`src/rtl/sr_bank_ctrl.sv`:
```
// sr_bank_ctrl
//   Shares a bank of NBITS external SR flip-flops between NREQ requesters.
//   A round-robin arbiter grants one request at a time. The granted op is
//   issued as a single-cycle pulse on s_out (set) or r_out (clear). The
//   controller then checks the flop output on flag_q. On a mismatch it
//   re-drives the pulse up to MAX_RETRY times. After that it latches a
//   sticky error.
//
// Ports
//   clk        clock, rising edge
//   rst        synchronous reset, active low
//   req_valid  per-requester request pending
//   req_op     per-requester op: 1 = set, 0 = clear
//   req_idx    per-requester target bit, packed IDX_W bits per requester
//   req_ready  one-hot grant, only in IDLE; handshake = valid & ready
//   s_out      registered set lines to the flop bank
//   r_out      registered reset lines to the flop bank
//   flag_q     q outputs of the flop bank
//   done       one-cycle pulse when an operation has been verified
//   done_id    requester served, valid with done
//   err        sticky verify failure after all retries
//   err_idx    failing bit index, valid while err is high
//   err_clr    clears err; only acted on in ERR
//
// State   | meaning
// --------+---------------------------------------------------------
// IDLE    | arbitrate; grant one requester and launch its pulse
// DRIVE   | s_out/r_out carry the one-hot pulse for this cycle only
// WAIT    | lines released; flop has just sampled the pulse
// CHECK   | compare flag_q[idx] against op; finish, retry or fail
// ERR     | sticky error, no grants until err_clr

module sr_bank_ctrl #(
    parameter  int NREQ      = 4,
    parameter  int NBITS     = 8,
    parameter  int IDX_W     = 3,
    parameter  int MAX_RETRY = 2,
    localparam int ID_W      = (NREQ > 1) ? $clog2(NREQ) : 1
) (
    input  logic                  clk,
    input  logic                  rst,
    input  logic [NREQ-1:0]       req_valid,
    input  logic [NREQ-1:0]       req_op,
    input  logic [NREQ*IDX_W-1:0] req_idx,
    output logic [NREQ-1:0]       req_ready,
    output logic [NBITS-1:0]      s_out,
    output logic [NBITS-1:0]      r_out,
    input  logic [NBITS-1:0]      flag_q,
    output logic                  done,
    output logic [ID_W-1:0]       done_id,
    output logic                  err,
    output logic [IDX_W-1:0]      err_idx,
    input  logic                  err_clr
);

    localparam int RC_W = (MAX_RETRY > 0) ? $clog2(MAX_RETRY + 1) : 1;

    typedef enum logic [2:0] {
        S_IDLE,
        S_DRIVE,
        S_WAIT,
        S_CHECK,
        S_ERR
    } state_t;

    state_t          state;
    logic [ID_W-1:0] rr_ptr;
    logic [RC_W-1:0] retry_cnt;
    logic [ID_W-1:0] cur_id;
    logic            cur_op;
    logic [IDX_W-1:0] cur_idx;

    logic [IDX_W-1:0] idx_arr [NREQ];
    logic [NREQ-1:0]  grant;
    logic [ID_W-1:0]  win_id;
    logic [ID_W-1:0]  nxt_ptr;
    logic [IDX_W-1:0] win_idx;
    logic             win_found;
    logic [ID_W:0]    rr_sum;
    logic [ID_W-1:0]  cand;
    logic             handshake;
    logic             verify_ok;

    function automatic logic [NBITS-1:0] bit_mask(input logic [IDX_W-1:0] idx);
        bit_mask = {{(NBITS-1){1'b0}}, 1'b1} << idx;
    endfunction

    for (genvar g = 0; g < NREQ; g++) begin : g_idx
        assign idx_arr[g] = req_idx[g*IDX_W +: IDX_W];
    end

    // Scan requesters starting at rr_ptr and wrap modulo NREQ.
    // rr_ptr < NREQ <= 2**ID_W, so one subtraction is enough to wrap.
    always_comb begin
        grant     = '0;
        win_id    = '0;
        win_idx   = '0;
        win_found = 1'b0;
        rr_sum    = '0;
        cand      = '0;
        for (int i = 0; i < NREQ; i++) begin
            rr_sum = {1'b0, rr_ptr} + (ID_W+1)'(i);
            if (rr_sum >= (ID_W+1)'(NREQ)) begin
                rr_sum = rr_sum - (ID_W+1)'(NREQ);
            end
            cand = rr_sum[ID_W-1:0];
            if (!win_found && req_valid[cand]) begin
                win_found   = 1'b1;
                win_id      = cand;
                win_idx     = idx_arr[cand];
                grant[cand] = 1'b1;
            end
        end
    end

    always_comb begin
        if (win_id == ID_W'(NREQ - 1)) begin
            nxt_ptr = '0;
        end else begin
            nxt_ptr = win_id + ID_W'(1);
        end
    end

    // Grants are suppressed while rst is asserted so nothing can handshake
    // into a controller that is being reset.
    assign req_ready = (rst && state == S_IDLE) ? grant : '0;
    assign handshake = |(req_valid & req_ready);
    assign verify_ok = (flag_q[cur_idx] == cur_op);

    always_ff @(posedge clk) begin
        if (!rst) begin
            state     <= S_IDLE;
            rr_ptr    <= '0;
            retry_cnt <= '0;
            cur_id    <= '0;
            cur_op    <= 1'b0;
            cur_idx   <= '0;
            s_out     <= '0;
            r_out     <= '0;
            done      <= 1'b0;
            done_id   <= '0;
            err       <= 1'b0;
            err_idx   <= '0;
        end else begin
            // Pulse outputs default low, so each s/r pulse lasts exactly one cycle.
            s_out <= '0;
            r_out <= '0;
            done  <= 1'b0;
            case (state)
                S_IDLE: begin
                    if (handshake) begin
                        cur_id    <= win_id;
                        cur_op    <= req_op[win_id];
                        cur_idx   <= win_idx;
                        rr_ptr    <= nxt_ptr;
                        retry_cnt <= '0;
                        if (req_op[win_id]) begin
                            s_out <= bit_mask(win_idx);
                        end else begin
                            r_out <= bit_mask(win_idx);
                        end
                        state <= S_DRIVE;
                    end
                end
                S_DRIVE: begin
                    state <= S_WAIT;
                end
                S_WAIT: begin
                    state <= S_CHECK;
                end
                S_CHECK: begin
                    if (verify_ok) begin
                        done    <= 1'b1;
                        done_id <= cur_id;
                        state   <= S_IDLE;
                    end else if (retry_cnt < RC_W'(MAX_RETRY)) begin
                        retry_cnt <= retry_cnt + RC_W'(1);
                        if (cur_op) begin
                            s_out <= bit_mask(cur_idx);
                        end else begin
                            r_out <= bit_mask(cur_idx);
                        end
                        state <= S_DRIVE;
                    end else begin
                        err     <= 1'b1;
                        err_idx <= cur_idx;
                        state   <= S_ERR;
                    end
                end
                S_ERR: begin
                    if (err_clr) begin
                        err   <= 1'b0;
                        state <= S_IDLE;
                    end
                end
                default: begin
                    state <= S_IDLE;
                end
            endcase
        end
    end

endmodule

```
`config.mk`:
```
export PLATFORM = sky130hd
export DESIGN_NAME = sr_bank_ctrl
export DESIGN_NICKNAME = d
export VERILOG_FILES = /design/src/rtl/sr_bank_ctrl.sv
export SDC_FILE = /design/constraint.sdc
export NUM_CORES = 1
export LEC_CHECK = 0
export ABC_AREA = 0
export BUFFER_PORTS_ARGS = -buffer_cell sky130_fd_sc_hd__buf_2
export CAP_MARGIN = 20
export CORE_ASPECT_RATIO = 1.4
export CORE_MARGIN = 10
export CORE_UTILIZATION = 30
export CTS_CLUSTER_SIZE = 30
export DETAILED_ROUTE_END_ITERATION = 6
export SETUP_SLACK_MARGIN = 0.05
export SLEW_MARGIN = 20
export SYNTH_ARGS = -nofsm -noshare
export SYNTH_HDL_FRONTEND = slang
export SYNTH_SLANG_ARGS = --single-unit
```
`constraint.sdc`:
```
create_clock -name clk -period 6.1 [get_ports clk]
set_input_delay 0.305 -clock clk [delete_from_list [all_inputs] [get_ports clk]]
set_output_delay 0.305 -clock clk [all_outputs]
set_load 0.1 [all_outputs]
```
* Word level (Yosys, flattened, before mapping)
Index checks and enable logic that the tools add are counted.
** Storage, ports and cells
- Register bits :: 36
- Memory bits (read-only) :: 0
- Output and inout bits :: 27
- Memories :: 0
- RAM bits :: 0
- Logic and storage cells :: 164
- Input port bits :: 31
- Latch bits :: 0
** Operators by class
- Divide/modulo/power cells :: 0
- Equal/unequal tests :: 11
- $mul :: 0
- $lt $le $gt $ge :: 19
- Shift operators :: 2
- Mux-type cells :: 79
- $add $sub $neg :: 9
- Reduce and logical (&&, ||, !) cells :: 22
- Bitwise gates (word level) :: 10
** Operators by type and width (number)
- 8-bit 2-to-1 mux :: 10
- 3-bit 2-to-1 mux :: 16
- 8-bit one-hot mux with 2 select lines :: 2
- 3-bit binary-select mux with 2-bit select :: 4
- 2-bit 2-to-1 mux :: 12
- 3-bit >= comparator (second input constant) :: 7
- 4-bit 2-to-1 mux :: 5
- 1-bit 2-to-1 mux :: 17
- 1-bit by 3-bit << shifter with 8-bit output (first input constant) :: 2
- 2-bit by 3-bit less-than comparator with 1-bit output (second input constant) :: 5
- 3-bit one-hot mux with 5 select lines :: 1
- 2-bit inverter with 3-bit output :: 4
- 4-bit OR :: 3
- 1-bit binary-select mux with 2-bit select :: 5
- 2-bit != test (second input constant) :: 5
- 1-bit demux with 2-bit select :: 4
- 2-bit by 1-bit >= comparator with 1-bit output (second input constant) :: 4
- 1-bit logical AND :: 8
- 2-bit AND reduction :: 4
- 4-bit AND reduction :: 2
- 2-bit by 1-bit subtractor with 2-bit output (second input constant) :: 4
- 2-bit by 2-bit adder with 3-bit output (second input constant) :: 2
- 3-bit by 2-bit == test with 1-bit output (second input constant) :: 2
- 2-bit by 1-bit adder with 2-bit output (second input constant) :: 2
- 18 further kinds :: 22

* Logic depth before layout (Yosys ltp)
Gate-level depths: netlist of run 1.
- Depth in word-level cells :: 19
- Mapped depth :: 13
- Depth with buffers taken out :: 9

* Least setup slack after synthesis of run 1
Ideal clock, no wire load.
- Path kind :: register -> output
- From :: register rr_ptr[0]
- To :: output req_ready[2]
- Data required time :: 5.795 ns
- Buffers on the path :: 3
- Cell stages (with the launch flop) :: 11
- Path slack :: 1.965 ns
- Data arrival time :: 3.830 ns
- Cell sequence :: dfxtp_1 > buf_4 > inv_1 > ha_1 > buf_6 > mux4_2 > buf_6 > nor2b_2 > a221oi_1 > o21bai_1 > a21oi_1
** Between the ends
- Cells in the longest elaborated chain, start to end :: 15
- Elaborated cells on any way between the ends :: 60
- Those cells by class :: add/sub: 7; order compare: 12; mux: 28; bitwise: 3; reduce/logical: 10
** Ends and longest elaborated chain
- start, declared :: line 67 : logic [ID_W-1:0] rr_ptr;
- start signal, assigned :: line 155 : rr_ptr <= nxt_ptr;
- branches (longest 13 deep; another with 2-bit by 1-bit adder with 3-bit output)
- 4-bit 2-to-1 mux (*) :: line 107 : if (!win_found && req_valid[cand]) begin
- 4-bit 2-to-1 mux (*) :: line 126 : assign req_ready = (rst && state == S_IDLE) ? grant : '0;
- end, declared :: line 45 : output logic [NREQ-1:0] req_ready,
Mark *: on every way between the ends. The select of a mux whose other input is x is not followed.

* Worst setup path in the final report of run 1
- From :: register rr_ptr[1]
- To :: register r_out[7]
** Between the ends
- Cells in the longest elaborated chain, start to end :: 19
- Elaborated cells on any way between the ends :: 92
- Those cells by class :: add/sub: 7; order compare: 12; shift: 1; mux: 53; bitwise: 8; reduce/logical: 11
** Ends and longest elaborated chain
- branches (longest 17 deep; another with 2-bit by 1-bit adder with 3-bit output)
- 8-bit 2-to-1 mux (*) :: line 151 : if (handshake) begin
- 8-bit one-hot mux with 2 select lines (*) :: line 149 : case (state)
- end signal, assigned :: line 160 : r_out <= bit_mask(win_idx);
- end signal, assigned :: line 181 : r_out <= bit_mask(cur_idx);
- end, declared :: line 47 : output logic [NBITS-1:0] r_out,
Marks and branches as above.
A chain may end at the register's enable or synchronous reset.

==> summary.md, run 1 <==
| Metric | Value |
|---|---|
| Result of the run | `finished, final reports clean` |
| X dimension of the die | `96.92 µm` |
| Final estimated routing congestion in global placement | `0.9849` |
| Switching power | `764.6 µW` |
| Setup slack, reg-to-reg | `1600 ps` |
| Effective utilization at floorplan | `30.68%` |
| Maximum number of pins on one net before global-route repair | `28` |
| Setup violations, final | `0` |
| WP data arrival | `4720 ps` |
| Register share of total power | `20.6%` |
| Wire length of the first global-routing pass | `11,140 µm` |
| Buffer count from post-CTS setup fixing | `0` |
| Final net count | `343` |
| Number of max-capacitance violations reported | `0` |
| Placed Cells | `400` |
| Area of the core | `8100 µm²` |
| Number of top-level design ports | `58` |
| Number of CTS-inserted buffers | `5` |
| Maximum number of buffers from clock root to sink | `2` |
| Comb power frac | `61.0%` |
| Net count of the mapped netlist | `295` |
| Proportion of synthesized chip area in sequential cells | `29.00%` |
| Max Clock Freq | `222.1 MHz` |
| Final Instance Area | `2955 µm²` |
| Setup slack at placement | `1630 ps` |
| Worst Setup Slack, final | `1598 ps` |
| Headroom to the max-slew limit | `34.44%` |
| Pre-Repair DR Iteration Count | `4` |
| Clock tree sinks | `36` |
| Area Growth Syn to Fin | `18.93%` |
| Total number of vias | `2,242` |
| Clock-pin transition on the worst setup and hold timing paths | `50 ps` |
| Minimum clock period | `4502 ps` |
| Post-synthesis sequential element count | `36` |
| Area of the multi-input gates | `1624 µm²` |
| Kind of critical path | `reg2reg` |
| H-tree Lvls | `2` |
| Fraction of registers with async set or reset after synthesis | `0%` |
| Nature of the critical path endpoint | `register` |
| Post-cts hold buffer count | `0` |
| Sequential cell area | `720.7 µm²` |
| Area post-placement | `2791 µm²` |
| Core utilization of the finished layout | `36.48%` |
| Part of the power in the clock network | `18.4%` |
| Worst hold margin | `245.3 ps` |
| Average wire per cell in the routed design | `16.67 µm` |
| IR drop worst, VDD | `0.1883 mV` |
| Half-perimeter wire length of the detailed placement result | `5255 µm` |
| Beginning of the worst register-to-register path | `rr_ptr[1]$_SDFFE_PN0P_` |
| Largest fanout of any net on the critical path | `18` |
| Global-route usage over all layers | `10.48%` |
| Buffer type at the clock tree root | `sky130_fd_sc_hd__clkbuf_16` |
| Setup repair after global routing missed its margin | `false` |
| Flip-flop cell with the highest count after synthesis | `sky130_fd_sc_hd__dfxtp_1` |
| Final wirelength | `6803 µm` |
| Actual slew at the worst max-slew pin | `983.3 ps` |
| Clock tree from TritonCTS | `yes` |
| Startpoint of the worst setup timing path | `rr_ptr[1]$_SDFFE_PN0P_` |
| Total Negative Setup Slacks | `0 ps` |
| Synthesized area per cell | `9.669 µm²` |
| Nature of the critical path startpoint | `register` |
| Share of the cycle needed by the critical path after routing | `73.81%` |
| Net Sw Frac | `49.58%` |
| Final clock skew | `2.624 ps` |
| Synth cell types | `52` |
| Number of design rule violations left after detail routing | `0` |
| Detail Route Antenna Nets | `0` |
| Vertical die dimension | `127.7 µm` |
| IO Port Bufs | `57` |
| DR iter-0 viols | `102` |
| Number of gates resized after cts | `0` |
| Start point of the worst min-delay path | `err_clr` |
| Count of yosys warnings during synthesis | `0` |
| Worst EP required | `6320 ps` |
| Leakage power summed over all cells | `1.157 nW` |
| Diodes inserted | `0` |
| Floorplan row count | `39` |
| Proportion of layout cells with a drive suffix above 1 | `29.74%` |
| Synthesized instance count | `257` |
| Power density of the placed cells | `521.8 nW/µm²` |
| Number of failing hold endpoints at the final stage | `0` |
| Die ar. | `12,380 µm²` |
| Via density per instance | `5.495` |
| Number of flops mapped to enable cells by yosys | `0` |
| Fin cells | `408` |
| Latest clock arrival within the worst-skew pair | `280 ps` |
| Via count of the first global-routing pass | `2,253` |
| Internal power consumption | `777.5 µW` |
| Total count of max-transition violations in the final report | `0` |
| Fillcell total | `855` |
| Final global-route overflow total | `0` |
| Total standard cell area after synthesis | `2485 µm²` |
| Antenna violations before repair | `0` |
| Final total power | `1.542 mW` |
| Hold/Removal Path Class | `in2reg` |
cells by family after synthesis:
logic type      count (synthesis)  synth area share, %
mux                            29                19.84
buf+inv                        24                5.639
compound gates                 72                23.51
fa+ha+maj                       7                3.525
simple gates                   86                17.42
flops                          36                29.00
xor+xnor                        3                1.058
power by group through the flow:
stage	sequential [mW]	combinational (mW)	clock [mW]
2_1_floorplan	0.445	0.674	0
3_3_place_gp	0.322	0.941	0
3_5_place_dp	0.324	0.940	0
4_1_cts	0.319	0.943	0.290
5_1_grt	0.325	1.02	0.297
6_report	0.318	0.941	0.283
per-layer routing:
| metal | part of all wire, % | up-vias | GRT usage (%) |
|---|---|---|---|
| li1 | - | 1088 | - |
| met1 | 44 | 1080 | 12.58 |
| met2 | 51 | 66 | 18.57 |
| met3 | 4.1 | 8 | 1.510 |
| met4 | 1.6 | 0 | 3.568 |
| met5 | 0 | - | 0 |
synthesized netlist by cell type, types with 2 or more instances:
library cell               count  share of area [%]
sky130_fd_sc_hd__and2_1        2               0.50
sky130_fd_sc_hd__o21a_1        3               0.91
sky130_fd_sc_hd__a22oi_1       6                1.8
sky130_fd_sc_hd__dfxtp_1      36                 29
sky130_fd_sc_hd__a211oi_1      3               0.91
sky130_fd_sc_hd__nor3_1        7                1.4
sky130_fd_sc_hd__a221oi_1      6                2.1
sky130_fd_sc_hd__nand3b_1      5                1.5
sky130_fd_sc_hd__inv_1         6               0.91
sky130_fd_sc_hd__mux2_2        2               0.91
sky130_fd_sc_hd__nor3b_1       4                1.2
sky130_fd_sc_hd__nand3_1       6                1.2
sky130_fd_sc_hd__buf_6         4                1.8
sky130_fd_sc_hd__o211ai_1      4                1.2
sky130_fd_sc_hd__o21bai_1      2               0.60
sky130_fd_sc_hd__o21ai_0       5                1.0
sky130_fd_sc_hd__ha_1          7                3.5
sky130_fd_sc_hd__nor2b_1       6                1.5
sky130_fd_sc_hd__nand2b_1      4                1.0
sky130_fd_sc_hd__nor2_1       31                4.7
sky130_fd_sc_hd__a21oi_1      12                2.4
sky130_fd_sc_hd__o22a_1        2               0.71
sky130_fd_sc_hd__mux2i_1      11                4.4
sky130_fd_sc_hd__clkbuf_1      6               0.91
sky130_fd_sc_hd__xnor2_1       3                1.1
sky130_fd_sc_hd__nand2_1      14                2.1
sky130_fd_sc_hd__a32o_1       16                6.4
sky130_fd_sc_hd__mux4_2       16                 15
sky130_fd_sc_hd__buf_4         5                1.5
worst max-delay path: stages, from the launching register on:
cell	delay [ps]
sky130_fd_sc_hd__dfxtp_1	730
sky130_fd_sc_hd__inv_1	250
sky130_fd_sc_hd__ha_1	800
sky130_fd_sc_hd__mux4_2	710
sky130_fd_sc_hd__nor2b_2	270
sky130_fd_sc_hd__a221oi_1	130
sky130_fd_sc_hd__o22a_1	300
sky130_fd_sc_hd__a31oi_4	440
sky130_fd_sc_hd__nor2b_1	550
sky130_fd_sc_hd__a32o_1	260
cell usage in the layout, fill, tap and decap left out, types with 2 or more instances in the layout:
master / Yosys / layout
sky130_fd_sc_hd__nand2_1: 14 / 14
sky130_fd_sc_hd__dfxtp_1: 36 / 36
sky130_fd_sc_hd__o21bai_1: 2 / 2
sky130_fd_sc_hd__mux2_2: 2 / 2
sky130_fd_sc_hd__o21ai_0: 5 / 5
sky130_fd_sc_hd__nor3b_1: 4 / 4
sky130_fd_sc_hd__clkbuf_16: 0 / 5
sky130_fd_sc_hd__nand3b_1: 5 / 5
sky130_fd_sc_hd__a221oi_1: 6 / 6
sky130_fd_sc_hd__a211oi_1: 3 / 3
sky130_fd_sc_hd__o211ai_1: 4 / 4
sky130_fd_sc_hd__a22oi_1: 6 / 6
sky130_fd_sc_hd__and2_1: 2 / 2
sky130_fd_sc_hd__nand3_1: 6 / 6
sky130_fd_sc_hd__xnor2_1: 3 / 3
sky130_fd_sc_hd__inv_1: 6 / 6
sky130_fd_sc_hd__a32o_1: 16 / 16
sky130_fd_sc_hd__o21a_1: 3 / 3
sky130_fd_sc_hd__nand2b_1: 4 / 4
sky130_fd_sc_hd__o22a_1: 2 / 2
sky130_fd_sc_hd__nor2b_1: 6 / 6
sky130_fd_sc_hd__mux2i_1: 11 / 11
sky130_fd_sc_hd__a21oi_1: 12 / 12
sky130_fd_sc_hd__buf_2: 1 / 57
sky130_fd_sc_hd__mux4_2: 16 / 16
sky130_fd_sc_hd__nor2_1: 31 / 31
sky130_fd_sc_hd__nor3_1: 7 / 7
sky130_fd_sc_hd__ha_1: 7 / 7
final timing paths:
path	endpoint	cells past startpoint
worst min-delay path	err$_SDFFE_PN0P_	2
worst max register to register	r_out[7]$_SDFF_PN0_	9
worst max-delay path	r_out[7]$_SDFF_PN0_	9
worst min register to register	err_idx[0]$_SDFFE_PN0P_	2
state kept, by name (all words and copies together) (netlist names):
name / cells
done: 1
err: 1
err_idx: 3
cur_op: 1
r_out: 8
cur_idx: 3
done_id: 2
rr_ptr: 2
cur_id: 2
state: 3
retry_cnt: 2
s_out: 8
final cells by class:
class / count / share of cell area (%)
timing repair buffer: 58 / 9.907
clock inverter: 2 / 1.185
tap: 102 / 4.318
clock buffer: 6 / 4.361
inverter: 7 / 0.8891
sequential: 36 / 24.39
multi-input combinational: 197 / 54.95
Note: power is estimated with default switching activity, not from simulation.
==> inputs of run 2 (changes only) <==
clock period = 4.65 ns   (was 6.1 ns; I/O delays follow)
==> run 2 against run 1 <==
  * Global-route usage is 0.55 points higher
  * Clock skew is 4.0 ps higher
  * Largest cell class unchanged
  * Worst hold slack worse by 75 ps
  * Combinational power is 33% higher
  * Wire length is 3.3% higher
  * Non-clock buffer count is 2 higher
  * Maximum frequency is 10% higher
  * Largest power group unchanged
  * Sequential cell count stayed put
==> summary.md, run 2 (synthesis gave the netlist of run 1 again) <==
| Metric | Value |
|---|---|
| Final estimated routing congestion in global placement | `0.8033` |
| Final net count | `345` |
| IO Port Bufs | `57` |
| Floorplan row count | `39` |
| Nature of the critical path startpoint | `register` |
| Number of failing hold endpoints at the final stage | `0` |
| Area post-placement | `2806 µm²` |
| Setup violations, final | `0` |
| Leading cell type in the layout, fill and taps excluded | `sky130_fd_sc_hd__buf_2` |
| Share of the cycle needed by the critical path after routing | `87.62%` |
| Pre-Repair DR Iteration Count | `5` |
| Latest clock arrival within the worst-skew pair | `280 ps` |
| Headroom to the max-slew limit | `36.22%` |
| Antenna violations before repair | `0` |
| Number of CTS-inserted buffers | `5` |
| Maximum number of pins on one net before global-route repair | `28` |
| Critical path's slowest cell | `sky130_fd_sc_hd__dfxtp_1` |
| Result of the run | `finished, final reports clean` |
| Clock-pin transition on the worst setup and hold timing paths | `60 ps` |
| Final clock skew | `6.669 ps` |
| Kind of critical path | `reg2reg` |
| Detail Route Antenna Nets | `0` |
| Total Negative Setup Slacks | `0 ps` |
| Effective utilization at floorplan | `30.68%` |
| Power density of the placed cells | `676.7 nW/µm²` |
| Fin cells | `410` |
| DR iter-0 viols | `85` |
| Nature of the critical path endpoint | `register` |
| Area of the core | `8100 µm²` |
| Most repeated library cell on the critical path | `sky130_fd_sc_hd__buf_4` |
| Wire length of the first global-routing pass | `11,560 µm` |
| Buffer type at the clock tree root | `sky130_fd_sc_hd__clkbuf_16` |
| Final total power | `2.000 mW` |
| Actual slew at the worst max-slew pin | `956.7 ps` |
| Half-perimeter wire length of the detailed placement result | `5394 µm` |
| Placed Cells | `402` |
| Max Clock Freq | `245.4 MHz` |
| Clock tree sinks | `36` |
| Average wire per cell in the routed design | `17.13 µm` |
| Number of design rule violations left after detail routing | `0` |
| Via count of the first global-routing pass | `2,341` |
| Minimum clock period | `4075 ps` |
| Number of top-level design ports | `58` |
| Largest fanout of any net on the critical path | `18` |
| Total number of vias | `2,245` |
| Leading registers by flop count | `r_out (8), s_out (8)` |
| Number of max-capacitance violations reported | `0` |
| Buffer count from post-CTS setup fixing | `0` |
| Final global-route overflow total | `0` |
| H-tree Lvls | `2` |
| CP max stage delay | `760 ps` |
| Final wirelength | `7025 µm` |
| Top library cells by usage in the layout, fill and taps aside | `sky130_fd_sc_hd__buf_2, sky130_fd_sc_hd__dfxtp_1, sky130_fd_sc_hd__nor2_1` |
| Setup repair after global routing missed its margin | `false` |
| Clock tree from TritonCTS | `yes` |
| Maximum number of buffers from clock root to sink | `2` |
| WP data arrival | `4300 ps` |
| Worst hold margin | `170.0 ps` |
| Proportion of layout cells with a drive suffix above 1 | `30.52%` |
| Vertical die dimension | `127.7 µm` |
| Sequence of cells on the critical path | `inv_1 -> ha_1 -> buf_4 -> or3b_2 -> a2111o_1 -> nand3_2 -> a32oi_2 -> a31oi_4 -> buf_4 -> nor2b_1 -> a32o_1` |
| Leakage power summed over all cells | `1.152 nW` |
| Global-route usage over all layers | `11.02%` |
| Total count of max-transition violations in the final report | `0` |
| Worst EP required | `4880 ps` |
| X dimension of the die | `96.92 µm` |
| Hold/Removal Path Class | `in2reg` |
| Via density per instance | `5.476` |
| Post-cts hold buffer count | `0` |
| Final Instance Area | `2955 µm²` |
| Die ar. | `12,380 µm²` |
| Area Growth Syn to Fin | `18.93%` |
| IR drop worst, VDD | `0.3736 mV` |
| Diodes inserted | `0` |
| Number of gates resized after cts | `0` |
-- run 2: cell types whose count changed in the layout (fill, tap and decap cells not counted) --
cell / delta
sky130_fd_sc_hd__clkinv_2: -1
sky130_fd_sc_hd__clkinvlp_4: +2
sky130_fd_sc_hd__clkinv_4: +1
sky130_fd_sc_hd__clkbuf_1: -1
sky130_fd_sc_hd__buf_4: +2
sky130_fd_sc_hd__bufinv_16: -1
-- run 2: area by class of cell --
| type | instances | area, µm² |
|---|---|---|
| fill | 847 | 5145 |
| multi-input combinational | 197 | 1624 |
| sequential | 36 | 720.7 |
| timing repair buffer | 60 | 307.8 |
| tap | 102 | 127.6 |
| clock buffer | 5 | 125.1 |
| inverter | 7 | 26.28 |
| clock inverter | 3 | 23.77 |
-- run 2: routing by layer --
metal  wire, µm  up-vias  GRT usage [%]
li1           -     1095              -
met1       2932     1080          11.94
met5          0        -              0
met2       3682       60          20.47
met4        135        0          4.700
met3        275       10          1.942
-- run 2: critical path: cells and delay by family, from the launching register on --
family | cells | cell delay [ps]
DFF | 1 | 760
adders and majority gates | 1 | 370
AOI/OAI and AO/OA | 4 | 990
buffers and inverters | 3 | 710
and+or+nand+nor | 3 | 1170
-- run 2: stage by stage --
step                      worst slack [ps]  util (%)
after CTS                            608.8     36.48
after floorplan                      587.2         -
after global placement               769.6     34.65
final                                575.5     36.48
after detailed placement             631.7     34.65
after global routing                 288.1     36.48
-- run 2: worst paths after layout --
| path | from | endpoint | slack, ps | cells after the start |
|---|---|---|---|---|
| worst max-delay path | rr_ptr[1]$_SDFFE_PN0P_ | s_out[6]$_SDFF_PN0_ | 580 | 11 |
| worst min-delay path | err_clr | err$_SDFFE_PN0P_ | 170 | 2 |
| worst max register to register | rr_ptr[1]$_SDFFE_PN0P_ | s_out[6]$_SDFF_PN0_ | 580 | 11 |
| worst min register to register | err_idx[2]$_SDFFE_PN0P_ | err_idx[2]$_SDFFE_PN0P_ | 490 | 2 |
-- run 2: report_power, final --
part,switching (mW),internal (mW)
registers,0.0515,0.366
clock network,0.131,0.199
logic,0.841,0.411
